==> src/rtl/debounce_n_pkg.sv <==
// Shared definitions for the multi-channel push-button conditioner.
package debounce_n_pkg;

    typedef enum logic [1:0] {
        STABLE_0 = 2'd0,
        WAIT_1   = 2'd1,
        STABLE_1 = 2'd2,
        WAIT_0   = 2'd3
    } db_state_e;

    // One spare bit above the largest count so the counter never wraps.
    function automatic int unsigned cnt_width(
        input int unsigned delay,
        input int unsigned rep_first,
        input int unsigned rep_rate
    );
        int unsigned m;
        m = delay;
        if (rep_first > m) m = rep_first;
        if (rep_rate > m) m = rep_rate;
        return $clog2(m) + 1;
    endfunction

endpackage

==> src/rtl/debounce_ch.sv <==
// One debounced channel: two-flop synchroniser, settle/repeat counter and event FSM.
module debounce_ch
    import debounce_n_pkg::*;
#(
    parameter int unsigned DELAY        = 32768,
    parameter int unsigned REPEAT_FIRST = 0,
    parameter int unsigned REPEAT_RATE  = 0
) (
    input  logic clk,
    input  logic rst,
    input  logic sw_in,
    output logic sw_out,
    output logic press,
    output logic release_pulse
);

    localparam int unsigned CW = cnt_width(DELAY, REPEAT_FIRST, REPEAT_RATE);
    localparam logic [CW-1:0] DLY_LAST = CW'(DELAY - 32'd1);
    localparam logic [CW-1:0] RF_LAST  = CW'((REPEAT_FIRST != 0) ? REPEAT_FIRST - 32'd1 : 32'd0);
    localparam logic [CW-1:0] RR_LAST  = CW'((REPEAT_RATE != 0) ? REPEAT_RATE - 32'd1 : 32'd0);
    localparam logic [CW-1:0] CNT_MAX  = {CW{1'b1}};
    localparam bit REP_EN  = (REPEAT_FIRST != 0);
    localparam bit RATE_EN = (REPEAT_RATE != 0);

    logic          sync_q;
    logic          s_q;
    db_state_e     state;
    logic [CW-1:0] cnt;
    logic          rep;

    always_ff @(posedge clk) begin
        if (!rst) begin
            sync_q        <= 1'b0;
            s_q           <= 1'b0;
            state         <= STABLE_0;
            cnt           <= '0;
            rep           <= 1'b0;
            sw_out        <= 1'b0;
            press         <= 1'b0;
            release_pulse <= 1'b0;
        end else begin
            sync_q        <= sw_in;
            s_q           <= sync_q;
            press         <= 1'b0;
            release_pulse <= 1'b0;
            case (state)
                STABLE_0: begin
                    if (s_q) begin
                        state  <= WAIT_1;
                        cnt    <= '0;
                        press  <= 1'b1;
                        sw_out <= 1'b1;
                    end
                end
                WAIT_1: begin
                    if (cnt == DLY_LAST) begin
                        state <= STABLE_1;
                        cnt   <= '0;
                        rep   <= 1'b0;
                    end else begin
                        cnt <= cnt + CW'(1);
                    end
                end
                STABLE_1: begin
                    // Release wins over a repeat that would fire on the same edge.
                    if (!s_q) begin
                        state         <= WAIT_0;
                        cnt           <= '0;
                        rep           <= 1'b0;
                        release_pulse <= 1'b1;
                        sw_out        <= 1'b0;
                    end else if (REP_EN) begin
                        if (!rep) begin
                            if (cnt == RF_LAST) begin
                                press <= 1'b1;
                                cnt   <= '0;
                                rep   <= 1'b1;
                            end else begin
                                cnt <= cnt + CW'(1);
                            end
                        end else if (RATE_EN) begin
                            if (cnt == RR_LAST) begin
                                press <= 1'b1;
                                cnt   <= '0;
                            end else begin
                                cnt <= cnt + CW'(1);
                            end
                        end else if (cnt != CNT_MAX) begin
                            cnt <= cnt + CW'(1);
                        end
                    end
                end
                WAIT_0: begin
                    if (cnt == DLY_LAST) begin
                        state <= STABLE_0;
                        cnt   <= '0;
                    end else begin
                        cnt <= cnt + CW'(1);
                    end
                end
                default: begin
                    state <= STABLE_0;
                    cnt   <= '0;
                end
            endcase
        end
    end

endmodule

==> src/rtl/debounce_n.sv <==
// NCH independent debounced push-button channels with press/release events and optional auto-repeat.
module debounce_n
    import debounce_n_pkg::*;
#(
    parameter int unsigned NCH          = 2,
    parameter int unsigned DELAY        = 32768,
    parameter int unsigned REPEAT_FIRST = 0,
    parameter int unsigned REPEAT_RATE  = 0
) (
    input  logic           clk,
    input  logic           rst,
    input  logic [NCH-1:0] sw_in,
    output logic [NCH-1:0] sw_out,
    output logic [NCH-1:0] press,
    output logic [NCH-1:0] release_pulse
);

    for (genvar g = 0; g < NCH; g++) begin : g_ch
        debounce_ch #(
            .DELAY        (DELAY),
            .REPEAT_FIRST (REPEAT_FIRST),
            .REPEAT_RATE  (REPEAT_RATE)
        ) u_ch (
            .clk           (clk),
            .rst           (rst),
            .sw_in         (sw_in[g]),
            .sw_out        (sw_out[g]),
            .press         (press[g]),
            .release_pulse (release_pulse[g])
        );
    end

endmodule

==> config.mk <==
export PLATFORM = sky130hd
export DESIGN_NAME = debounce_n
export DESIGN_NICKNAME = d
export VERILOG_FILES = /design/src/rtl/debounce_n_pkg.sv /design/src/rtl/debounce_ch.sv /design/src/rtl/debounce_n.sv
export SDC_FILE = /design/constraint.sdc
export NUM_CORES = 1
export LEC_CHECK = 0
export BUFFER_PORTS_ARGS = -buffer_cell sky130_fd_sc_hd__buf_2
export CORE_MARGIN = 1.5
export CORE_UTILIZATION = 50
export DETAILED_ROUTE_END_ITERATION = 8
export HOLD_SLACK_MARGIN = 0.12
export PLACE_DENSITY = 0.79
export SYNTH_ARGS = -nofsm -noshare
export SYNTH_HDL_FRONTEND = slang
export SYNTH_SLANG_ARGS = --single-unit
==> constraint.sdc <==
create_clock -name clk -period 2.2 [get_ports clk]
set_input_delay 0.22 -clock clk [delete_from_list [all_inputs] [get_ports clk]]
set_output_delay 0.22 -clock clk [all_outputs]
set_load 0.02 [all_outputs]
==> results of run 1 <==
==> synth_stat cells (3+ instances only) <==
library cell	number	share of area
dfxtp_1	46	0.41
nor2_1	31	0.052
nand2_1	22	0.037
nand3_1	19	0.042
o21ai_0	15	0.033
xor2_1	13	0.051
ha_1	10	0.056
a21oi_1	9	0.020
nor3_1	9	0.020
inv_1	7	0.012
buf_4	6	0.020
and2_1	5	0.014
clkbuf_1	5	0.0084
nand4_1	5	0.014
a31oi_1	4	0.011
and3_1	3	0.0084
o211ai_1	3	0.010
o22ai_1	3	0.0084
or2_2	3	0.0084
xnor2_1	3	0.012
==> metal layers <==
layer / track usage / up-vias / wire [um]
met5: 0 / - / 0
met4: 0.0620 / 0 / 50
met3: 0.0390 / 5 / 206
met2: 0.310 / 43 / 1960
met1: 0.240 / 867 / 2120
li1: - / 934 / -
==> final timing paths <==
check | startpoint | to | slack, ps | depth (start not counted)
worst max register to register | g_ch[1].u_ch.state[0]$_SDFFE_PN0P_ | g_ch[1].u_ch.cnt[15]$_SDFFE_PN0P_ | 150 | 7
worst min register to register | g_ch[1].u_ch.sync_q$_SDFF_PN0_ | g_ch[1].u_ch.s_q$_SDFF_PN0_ | 440 | 1
worst max-delay path | g_ch[1].u_ch.state[0]$_SDFFE_PN0P_ | g_ch[1].u_ch.cnt[15]$_SDFFE_PN0P_ | 150 | 7
worst min-delay path | sw_in[1] | g_ch[1].u_ch.sync_q$_SDFF_PN0_ | 130 | 2
==> kinds of logic after synthesis <==
| group | share of synthesized area |
|---|---|
| simple gates | 0.260 |
| xor+xnor | 0.0625 |
| mux | 0.0190 |
| compound gates | 0.148 |
| buf+inv | 0.0441 |
| fa+ha+maj | 0.0558 |
| flops | 0.411 |
==> sequential cells by signal, summed over array words and instances, names as in the netlist <==
| name | count |
|---|---|
| g_ch.u_ch.s_q | 2 |
| g_ch.u_ch.cnt | 32 |
| g_ch.u_ch.press | 2 |
| g_ch.u_ch.state | 4 |
| g_ch.u_ch.sw_out | 2 |
| g_ch.u_ch.sync_q | 2 |
| g_ch.u_ch.release_pulse | 2 |
==> final cells by class <==
| type | instances | area (um2) |
|---|---|---|
| multi-input cells | 193 | 1230 |
| fillers | 371 | 1860 |
| inverters | 8 | 30.0 |
| well taps | 52 | 65.1 |
| clock inverters | 3 | 43.8 |
| repair buffers | 17 | 108 |
| flip-flops and latches | 46 | 921 |
| clock buffers | 5 | 68.8 |
==> repair_timing <==
action,in CTS,in global routing
hold buffers,1,0
endpoints found under the setup margin,0,8
hold endpoints to repair,1,0
gates resized for setup,0,1
==> report_power, final <==
group | switching, W | internal, W | total (W)
Combinational | 0.000421 | 0.000231 | 0.000652
Sequential | 0.0000388 | 0.000879 | 0.000918
Clock | 0.000303 | 0.000341 | 0.000644
==> metrics by stage <==
step           power (W)   util  hold WS [ps]  instances
2_1_floorplan    0.00141      -           347        259
3_3_place_gp     0.00155  0.540           416        315
5_1_grt          0.00234  0.570           133        324
6_report         0.00221  0.570           131        324
3_5_place_dp     0.00156  0.540           424        315
4_1_cts          0.00221  0.569           126        324
==> key figures, run 1 <==
Power
  • Pwr Density: 898 nW/um2
  • Leak pwr: 0.874 nW
  • Worst vdd ir: 0.000339 V

Layout
  • Most common cell after layout, fill and taps aside: dfxtp_1
  • Nets: 285
  • Share of layout cells above drive strength 1: 0.140
  • Area added between synthesis and finish: 9.99%
  • # diodes: 0
  • Commonest cells after routing, fill and taps aside: dfxtp_1 (46), nor2_1 (31), nand2_1 (22)
  • Final instance area: 2470 um2

STA
  • Peak Freq: 0.488 GHz
  • Ratio of final minimum period to clock period: 0.932
  • Slew Limit Fails: 0
  • Setup violators final: 0
  • Slew headroom: 0.652
  • Setup_tns: 0 ps
  • Worst clock skew: 7.20 ps
  • Post-layout min period: 2050 ps
  • Worst slew pin tran: 520 ps
  • RSZ-0062 raised after global routing: no
  • Fin. Hold Viols: 0
  • Fin worst setup slack: 150 ps

Clocking
  • # clock sinks: 46
  • Clk Latency, worst-skew pair: 300 ps
  • CTS clock-pin slew for the worst setup and hold paths: 90 ps
  • Clock Path Buffers: 2
  • CTS Root Cell: clkbuf_8
  • CTS H-tree depth: 2
  • CTS Buf Count: 5
  • CTS tree: built
  • Post-CTS Setup Inserts: 0

Setup path
  • Crit path buffers/inverters: 1
  • Crit Path Max Fanout: 9
  • Max incr delay on CP: 420 ps
  • CP max stage cell: nor4_2
  • Worst Path Required: 2380 ps
  • Delay-heaviest family, CP: simple AND/OR/NAND/NOR gates
  • CP Capture Type: register
  • Crit path kind: register to register
  • Type of origin of the critical path: register
  • CP cell instances: inv_1 > ha_1 > mux2_2 > nor4_2 > nand3_1 > xor2_1 > nor2_1
  • Data arrival, critical path: 2230 ps

Detailed routing
  • Via Count: 1,849
  • DRT Wirelength: 4340 um
  • Post-DR wirelength/cell: 13.4 um
  • Drt first pass iters: 4
  • Final ANT Viol Nets: 0
  • Vias per Instance: 5.71
  • Starting DRT DRC Count: 170
  • Drc violations: 0

Floorplan
  • Die area: 4900 um2
  • Initial core utilization: 0.519
  • Core Box Area: 4320 um2
  • Height of the chip: 70.0 um
  • I/O pins: 10
  • Die Width: 70.0 um
  • Row count: 24

Global routing
  • Gr ovfl total: 0
  • First-pass GRT wire length: 7490 um
  • Vias in the first global route: 1,688
  • Initial antenna violation count: 0
  • Gr usage total: 0.186
  • Largest net degree at the start of global routing: 20

Placed design
  • Port bufs: 9
  • Post-DP HPWL: 2900 um
  • Routability-driven placement congestion ratio: 0.838
  • Post-DP Area: 2340 um2
  • Setup WS pre-CTS: 169 ps

Yosys
  • Syn Nets: 273
  • Post-Syn Area: 2240 um2
  • Syn Inst Count: 259
  • Syn Area/Cell: 8.66 um2
  • Yosys reg bits: 46
  • EDFF count, synth: 0
  • Post-synth ARST share: 0
  • Synth cell types: 46
  • Post-synth top flop: dfxtp_1
  • Yosys warnings: 0
  • Post-synthesis sequential area ratio: 0.411

Status
  • Status: complete, no violations

Worst hold path
  • Min-Delay Path Class: input port to register

Flow run
  • Max-cap violations: 0
Note: power is estimated with default switching activity, not from simulation.
==> inputs of run 2 (changes only) <==
--- a/config.mk
+++ b/config.mk
@@ -11,6 +11,7 @@
 export DETAILED_ROUTE_END_ITERATION = 8
 export HOLD_SLACK_MARGIN = 0.12
 export PLACE_DENSITY = 0.79
+export RECOVER_POWER = 100
 export SYNTH_ARGS = -nofsm -noshare
 export SYNTH_HDL_FRONTEND = slang
 export SYNTH_SLANG_ARGS = --single-unit
==> run 2 against run 1 <==
Clock power is 0.6% lower. Cell area is 1.0% lower. Combinational power is 2% lower. Worst setup slack worse by 39 ps. Sequential power hardly changed. Critical path type unchanged. Critical endpoint unchanged.
==> key figures, run 2 (synthesis gave the netlist of run 1 again) <==
Global routing
  • Gr ovfl total: 0 (unchanged)
  • First-pass GRT wire length: 7490 um (unchanged)
  • Largest net degree at the start of global routing: 20 (unchanged)
  • Vias in the first global route: 1,688 (unchanged)
  • Initial antenna violation count: 0 (unchanged)
  • Gr usage total: 0.186 (unchanged)

STA
  • Peak Freq: 0.479 GHz (-1.9%)
  • Worst clock skew: 6.79 ps (-0.405 ps)
  • Slew Limit Fails: 0 (unchanged)
  • Setup violators final: 0 (unchanged)
  • Ratio of final minimum period to clock period: 0.949 (+0.0177)
  • Post-layout min period: 2090 ps (+38.9 ps)
  • Worst slew pin tran: 907 ps (+387 ps)
  • Min Hold Slack: 130 ps (-0.691 ps)
  • RSZ-0062 raised after global routing: no
  • Fin. Hold Viols: 0 (unchanged)
  • Fin worst setup slack: 111 ps (-38.9 ps)
  • Setup_tns: 0 ps (unchanged)
  • Slew headroom: 0.395 (-0.257)

Placed design
  • Setup WS pre-CTS: 169 ps (unchanged)
  • Port bufs: 9 (unchanged)
  • Routability-driven placement congestion ratio: 0.838 (unchanged)
  • Post-DP Area: 2340 um2 (unchanged)
  • Post-DP HPWL: 2900 um (unchanged)

Layout
  • # diodes: 0 (unchanged)
  • Commonest cells after routing, fill and taps aside: dfxtp_1 (46), nor2_1 (31), nand2_1 (22)
  • Fillcell total: 383 (+3.2%)
  • Most common cell after layout, fill and taps aside: dfxtp_1
  • Area added between synthesis and finish: 8.87%
  • Biggest regs: g_ch.u_ch.cnt (32), g_ch.u_ch.state (4)
  • Final instance area: 2440 um2 (-1.0%)
  • Max FFs per register: 32 (unchanged)
  • Share of layout cells above drive strength 1: 0.0993 (-0.0404)
  • Largest Register: g_ch.u_ch.cnt
  • Nets: 285 (unchanged)

Power
  • Sw Ratio: 0.344 (-0.000373)
  • Power share of the clock group: 0.291 (about the same)
  • Switch Pwr: 0.000756 W (-0.87%)
  • Combinational power share: 0.291 (-0.004)
  • Pwr Density: 900 nW/um2 (+0.26%)
  • Sequential share of power: 0.418 (+0.003)
  • P_int: 0.00144 W (-0.70%)
  • Total chip power: 0.00220 W (-0.76%)
  • Leak pwr: 0.827 nW (-5.4%)
  • Worst vdd ir: 0.000329 V (-3.0%)

Setup path
  • CP cell instances: ha_1 > nand3_1 > or4_1 > nor2b_2 > o21ai_2 > nor2_1
  • Max incr delay on CP: 560 ps (+140 ps)
  • CP max stage cell: or4_1
  • R2R setup slack: 110 ps (-40 ps)
  • R2R Path Start: g_ch[1].u_ch.cnt[0]$_SDFFE_PN0P_
  • Crit path kind: register to register
  • Data arrival, critical path: 2270 ps (+40 ps)
  • Crit Path Max Fanout: 7 (-2)
  • R2R cell count: 6 (-1)
  • Type of origin of the critical path: register
  • Reg-to-reg endpoint: g_ch[1].u_ch.cnt[15]$_SDFFE_PN0P_
  • CP Capture Type: register
  • Worst Path Required: 2380 ps (about the same)

Clocking
  • Clk Latency, worst-skew pair: 300 ps (about the same)
  • CTS Buf Count: 5 (unchanged)
  • Post-CTS Setup Inserts: 0 (unchanged)
  • # clock sinks: 46 (unchanged)
  • CTS H-tree depth: 2 (unchanged)
  • CTS Root Cell: clkbuf_8
  • CTS clock-pin slew for the worst setup and hold paths: 90 ps (about the same)
  • CTS tree: built
  • Clock Path Buffers: 2 (unchanged)

Status
  • Status: complete, no violations

Worst hold path
  • Min-Delay Path Class: input port to register
  • Hold path start: sw_in[1]
  • Hold path cells: 2 (unchanged)
  • Hold Path End: g_ch[1].u_ch.sync_q$_SDFF_PN0_

Detailed routing
  • Starting DRT DRC Count: 173 (+1.8%)
  • Vias per Instance: 5.72 (+0.27%)
  • Post-DR wirelength/cell: 13.3 um (-0.37%)
  • Via Count: 1,854 (+0.27%)
  • Drt first pass iters: 4 (unchanged)
  • Final ANT Viol Nets: 0 (unchanged)
  • Drc violations: 0 (unchanged)
  • DRT Wirelength: 4320 um (-0.37%)

Floorplan
  • Die Width: 70.0 um (unchanged)
  • Row count: 24 (unchanged)
  • I/O pins: 10 (unchanged)
  • Core Box Area: 4320 um2 (unchanged)
  • Initial core utilization: 0.519 (unchanged)
  • Height of the chip: 70.0 um (unchanged)
  • Die area: 4900 um2 (unchanged)

Flow run
  • Max-cap violations: 0 (unchanged)
-- run 2: cell count changes in the layout (fill, tap and decap cells not counted), sizes merged --
cell,previous run,this run
buf,16,7
clkbuf,5,14
-- run 2: worst max path at each step --
stage,startpoint,depth (start not counted),slack [ps],endpoint
2_1_floorplan,g_ch[1].u_ch.state[0]$_SDFFE_PN0P_,7,360,g_ch[1].u_ch.cnt[12]$_SDFFE_PN0P_
3_3_place_gp,g_ch[1].u_ch.state[0]$_SDFFE_PN0P_,7,240,g_ch[1].u_ch.cnt[11]$_SDFFE_PN0P_
6_report,g_ch[1].u_ch.cnt[0]$_SDFFE_PN0P_,6,110,g_ch[1].u_ch.cnt[15]$_SDFFE_PN0P_
4_1_cts,g_ch[1].u_ch.state[0]$_SDFFE_PN0P_,7,150,g_ch[1].u_ch.cnt[15]$_SDFFE_PN0P_
3_5_place_dp,g_ch[1].u_ch.state[0]$_SDFFE_PN0P_,7,170,g_ch[1].u_ch.cnt[11]$_SDFFE_PN0P_
5_1_grt,g_ch[1].u_ch.state[0]$_SDFFE_PN0P_,7,20,g_ch[1].u_ch.cnt[13]$_SDFFE_PN0P_
-- run 2: cell type report --
cell class	instances	area [um2]	share of cell area
repair buffers	17	91.3	0.0374
clock buffers	5	68.8	0.0282
inverters	8	30.0	0.0123
well taps	52	65.1	0.0267
clock inverters	3	43.8	0.0179
flip-flops and latches	46	921	0.377
multi-input cells	193	1220	0.500
-- run 2: metal layers --
metal,vias up,part of all wire,GRT usage
li1,936,-,-
met1,874,0.48,0.240
met2,39,0.46,0.310
met3,5,0.041,0.0390
met4,0,0.012,0.0620
met5,-,0,0
-- run 2: metrics by stage --
step                instances   util
floorplan                 259      -
global placement          315  0.540
detailed placement        315  0.540
CTS                       324  0.569
global route              324  0.565
finish                    324  0.565
-- run 2: repair_timing --
action / 4_1_cts / 5_1_grt
setup endpoints to repair: 0 / 8
resized for setup: 0 / 1
endpoints found under the hold margin: 1 / 0
hold buffers: 1 / 0
-- run 2: power groups by stage --
stage / Sequential, W / Clock (W) / Combinational, W
6_report: 0.000918 / 0.000640 / 0.000639
5_1_grt: 0.000927 / 0.000686 / 0.000710
4_1_cts: 0.000918 / 0.000655 / 0.000636
3_5_place_dp: 0.000937 / 0 / 0.000621
3_3_place_gp: 0.000933 / 0 / 0.000614
2_1_floorplan: 0.000926 / 0 / 0.000480
-- run 2: critical path, delay by kind of cell (launching register included) --
family          cells  cell delay [ps]
fa+ha+maj           1              270
flops               1              390
compound gates      1              310
simple gates        4             1010
==> inputs of run 3 (changes only) <==
--- a/config.mk
+++ b/config.mk
@@ -10,7 +10,7 @@
 export CORE_UTILIZATION = 50
 export DETAILED_ROUTE_END_ITERATION = 8
 export HOLD_SLACK_MARGIN = 0.12
-export PLACE_DENSITY = 0.79
+export PLACE_DENSITY_LB_ADDON = 0.3
 export RECOVER_POWER = 100
 export SYNTH_ARGS = -nofsm -noshare
 export SYNTH_HDL_FRONTEND = slang
==> run 3 against run 2 <==
Clock skew rose by 3.2 ps. Clock-buffer cell count did not move. Non-clock buffer count fell by 1. Largest cell class unchanged. Largest power group unchanged.
==> key figures, run 3 (synthesis gave the netlist of run 1 again) <==
Detailed routing
  • Vias per Instance: 5.60 (-2.2%)
  • DRT Wirelength: 4160 um (-3.9%)
  • Via Count: 1,808 (-2.5%)
  • Drc violations: 0 (unchanged)
  • Drt first pass iters: 4 (unchanged)
  • Final ANT Viol Nets: 0 (unchanged)
  • Post-DR wirelength/cell: 12.9 um (-3.6%)
  • Starting DRT DRC Count: 98 (-43%)

Setup path
  • Data arrival, critical path: 2230 ps (-40 ps)
  • Crit path kind: register to register
  • R2R cell count: 7 (+1)
  • R2R Path Start: g_ch[1].u_ch.state[0]$_SDFFE_PN0P_
  • Max incr delay on CP: 460 ps (-100 ps)
  • Worst Path Required: 2400 ps (+20 ps)
  • Type of origin of the critical path: register
  • R2R setup slack: 160 ps (+50 ps)
  • Crit Path Max Fanout: 9 (+2)
  • CP Capture Type: register
  • CP max stage cell: nor4_2
  • CP cell instances: inv_1 > ha_1 > mux2_2 > nor4_2 > nand4_1 > xor2_1 > nor2_1
  • Reg-to-reg endpoint: g_ch[1].u_ch.cnt[11]$_SDFFE_PN0P_

STA
  • Worst slew pin tran: 926 ps (+19.3 ps)
  • Slew Limit Fails: 0 (unchanged)
  • Slew headroom: 0.382 (-0.0128)
  • Worst clock skew: 10.0 ps (+3.22 ps)
  • Setup violators final: 0 (unchanged)
  • Fin. Hold Viols: 0 (unchanged)
  • Fin worst setup slack: 162 ps (+51.0 ps)
  • Ratio of final minimum period to clock period: 0.926 (-0.0232)
  • Setup_tns: 0 ps (unchanged)
  • Post-layout min period: 2040 ps (-51.0 ps)
  • Peak Freq: 0.491 GHz (+2.5%)
  • RSZ-0062 raised after global routing: no

Layout
  • Biggest regs: g_ch.u_ch.cnt (32), g_ch.u_ch.state (4)
  • Nets: 284 (-0.35%)
  • Fillcell total: 419 (+9.4%)
  • # diodes: 0 (unchanged)
  • Share of layout cells above drive strength 1: 0.0923 (-0.00701)
  • Most common cell after layout, fill and taps aside: dfxtp_1
  • Commonest cells after routing, fill and taps aside: dfxtp_1 (46), nor2_1 (31), nand2_1 (22)
  • Max FFs per register: 32 (unchanged)
  • Final Util: 0.558 (-0.00637)
  • Final Instance Count excl. Fillers: 323 (-0.31%)
  • Area added between synthesis and finish: 7.64%
  • Largest Register: g_ch.u_ch.cnt

Global routing
  • First-pass GRT wire length: 7670 um (+2.3%)
  • Largest net degree at the start of global routing: 20 (unchanged)
  • Gr usage total: 0.190 (+0.00456)
  • Gr ovfl total: 0 (unchanged)
  • Initial antenna violation count: 0 (unchanged)
  • Vias in the first global route: 1,753 (+3.9%)

Floorplan
  • Height of the chip: 70.0 um (unchanged)
  • I/O pins: 10 (unchanged)
  • Die area: 4900 um2 (unchanged)
  • Row count: 24 (unchanged)
  • Initial core utilization: 0.519 (unchanged)
  • Core Box Area: 4320 um2 (unchanged)
  • Die Width: 70.0 um (unchanged)

Clocking
  • CTS Buf Count: 5 (unchanged)
  • CTS Root Cell: clkbuf_8
  • CTS H-tree depth: 2 (unchanged)
  • CTS clock-pin slew for the worst setup and hold paths: 100 ps (about the same)
  • Clk Latency, worst-skew pair: 310 ps (about the same)
  • Clock Path Buffers: 2 (unchanged)
  • CTS tree: built
  • # clock sinks: 46 (unchanged)
  • Post-CTS Setup Inserts: 0 (unchanged)

Placed design
  • Post-DP HPWL: 2890 um (-0.33%)
  • Port bufs: 9 (unchanged)
  • Routability-driven placement congestion ratio: 0.846 (+0.98%)
  • DP Cell Count: 314 (-0.32%)
  • Setup WS pre-CTS: 142 ps (-27.1 ps)

Worst hold path
  • Hold path cells: 2 (unchanged)
  • Hold Path End: g_ch[1].u_ch.sync_q$_SDFF_PN0_
  • Hold path start: sw_in[1]
  • Min-Delay Path Class: input port to register

Power
  • Total chip power: 0.00208 W (-5.4%)
  • Pwr Density: 861 nW/um2 (-4.3%)
  • Leak pwr: 0.818 nW (-1.1%)
  • Worst vdd ir: 0.000417 V (+27%)

Flow run
  • Max-cap violations: 0 (unchanged)

Status
  • Status: complete, no violations
[run 3: metrics by stage]
stage / cell area [um2] / hold slack [ps]
finish: 2410 / 135
CTS: 2430 / 132
floorplan: 2240 / 347
global placement: 2330 / 415
detailed placement: 2330 / 430
global route: 2410 / 136
[run 3: what timing repair did]
item | CTS | global route
hold buffers | 1 | 0
endpoints found under the hold margin | 1 | 0
setup endpoints to repair | 0 | 8
gates resized for setup | 0 | 1
[run 3: layout make-up]
cell class | count | area [um2] | area share
Clock buffer | 5 | 68.8 | 0.0285
Inverter | 8 | 30.0 | 0.0124
Sequential cell | 46 | 921 | 0.382
Timing Repair Buffer | 16 | 81.3 | 0.0337
Clock inverter | 3 | 26.3 | 0.0109
Tap cell | 52 | 65.1 | 0.0270
Multi-Input combinational cell | 193 | 1220 | 0.506
[run 3: power by group]
part / internal (W) / switching (W) / total, W
combinational: 0.000203 / 0.000408 / 0.000611
clock: 0.000236 / 0.000313 / 0.000550
sequential: 0.000879 / 0.0000388 / 0.000918
[run 3: metal layers]
metal / vias to the layer above / part of all wire / track usage
met3: 7 / 0.029 / 0.0390
met5: - / 0 / 0
li1: 941 / - / -
met2: 26 / 0.43 / 0.303
met4: 0 / 0.017 / 0.0662
met1: 834 / 0.53 / 0.257
[run 3: worst max-delay path by stage]
| stage | startpoint | end | slack (ps) | cells past startpoint |
|---|---|---|---|---|
| finish | g_ch[1].u_ch.state[0]$_SDFFE_PN0P_ | g_ch[1].u_ch.cnt[11]$_SDFFE_PN0P_ | 160 | 7 |
| global placement | g_ch[1].u_ch.state[0]$_SDFFE_PN0P_ | g_ch[1].u_ch.cnt[11]$_SDFFE_PN0P_ | 230 | 7 |
| CTS | g_ch[1].u_ch.state[0]$_SDFFE_PN0P_ | g_ch[1].u_ch.cnt[11]$_SDFFE_PN0P_ | 130 | 7 |
| floorplan | g_ch[1].u_ch.state[0]$_SDFFE_PN0P_ | g_ch[1].u_ch.cnt[12]$_SDFFE_PN0P_ | 360 | 7 |
| global route | g_ch[1].u_ch.cnt[0]$_SDFFE_PN0P_ | g_ch[1].u_ch.state[0]$_SDFFE_PN0P_ | 20 | 5 |
| detailed placement | g_ch[1].u_ch.state[0]$_SDFFE_PN0P_ | g_ch[1].u_ch.cnt[11]$_SDFFE_PN0P_ | 140 | 7 |
[run 3: critical path, delay by kind of cell (launching register included)]
family	cells	cell delay, ps
multiplexers	1	370
flip-flops	1	390
XOR/XNOR	1	150
buffers and inverters	1	90
AND/OR/NAND/NOR	3	680
adder cells (fa/ha/maj)	1	260
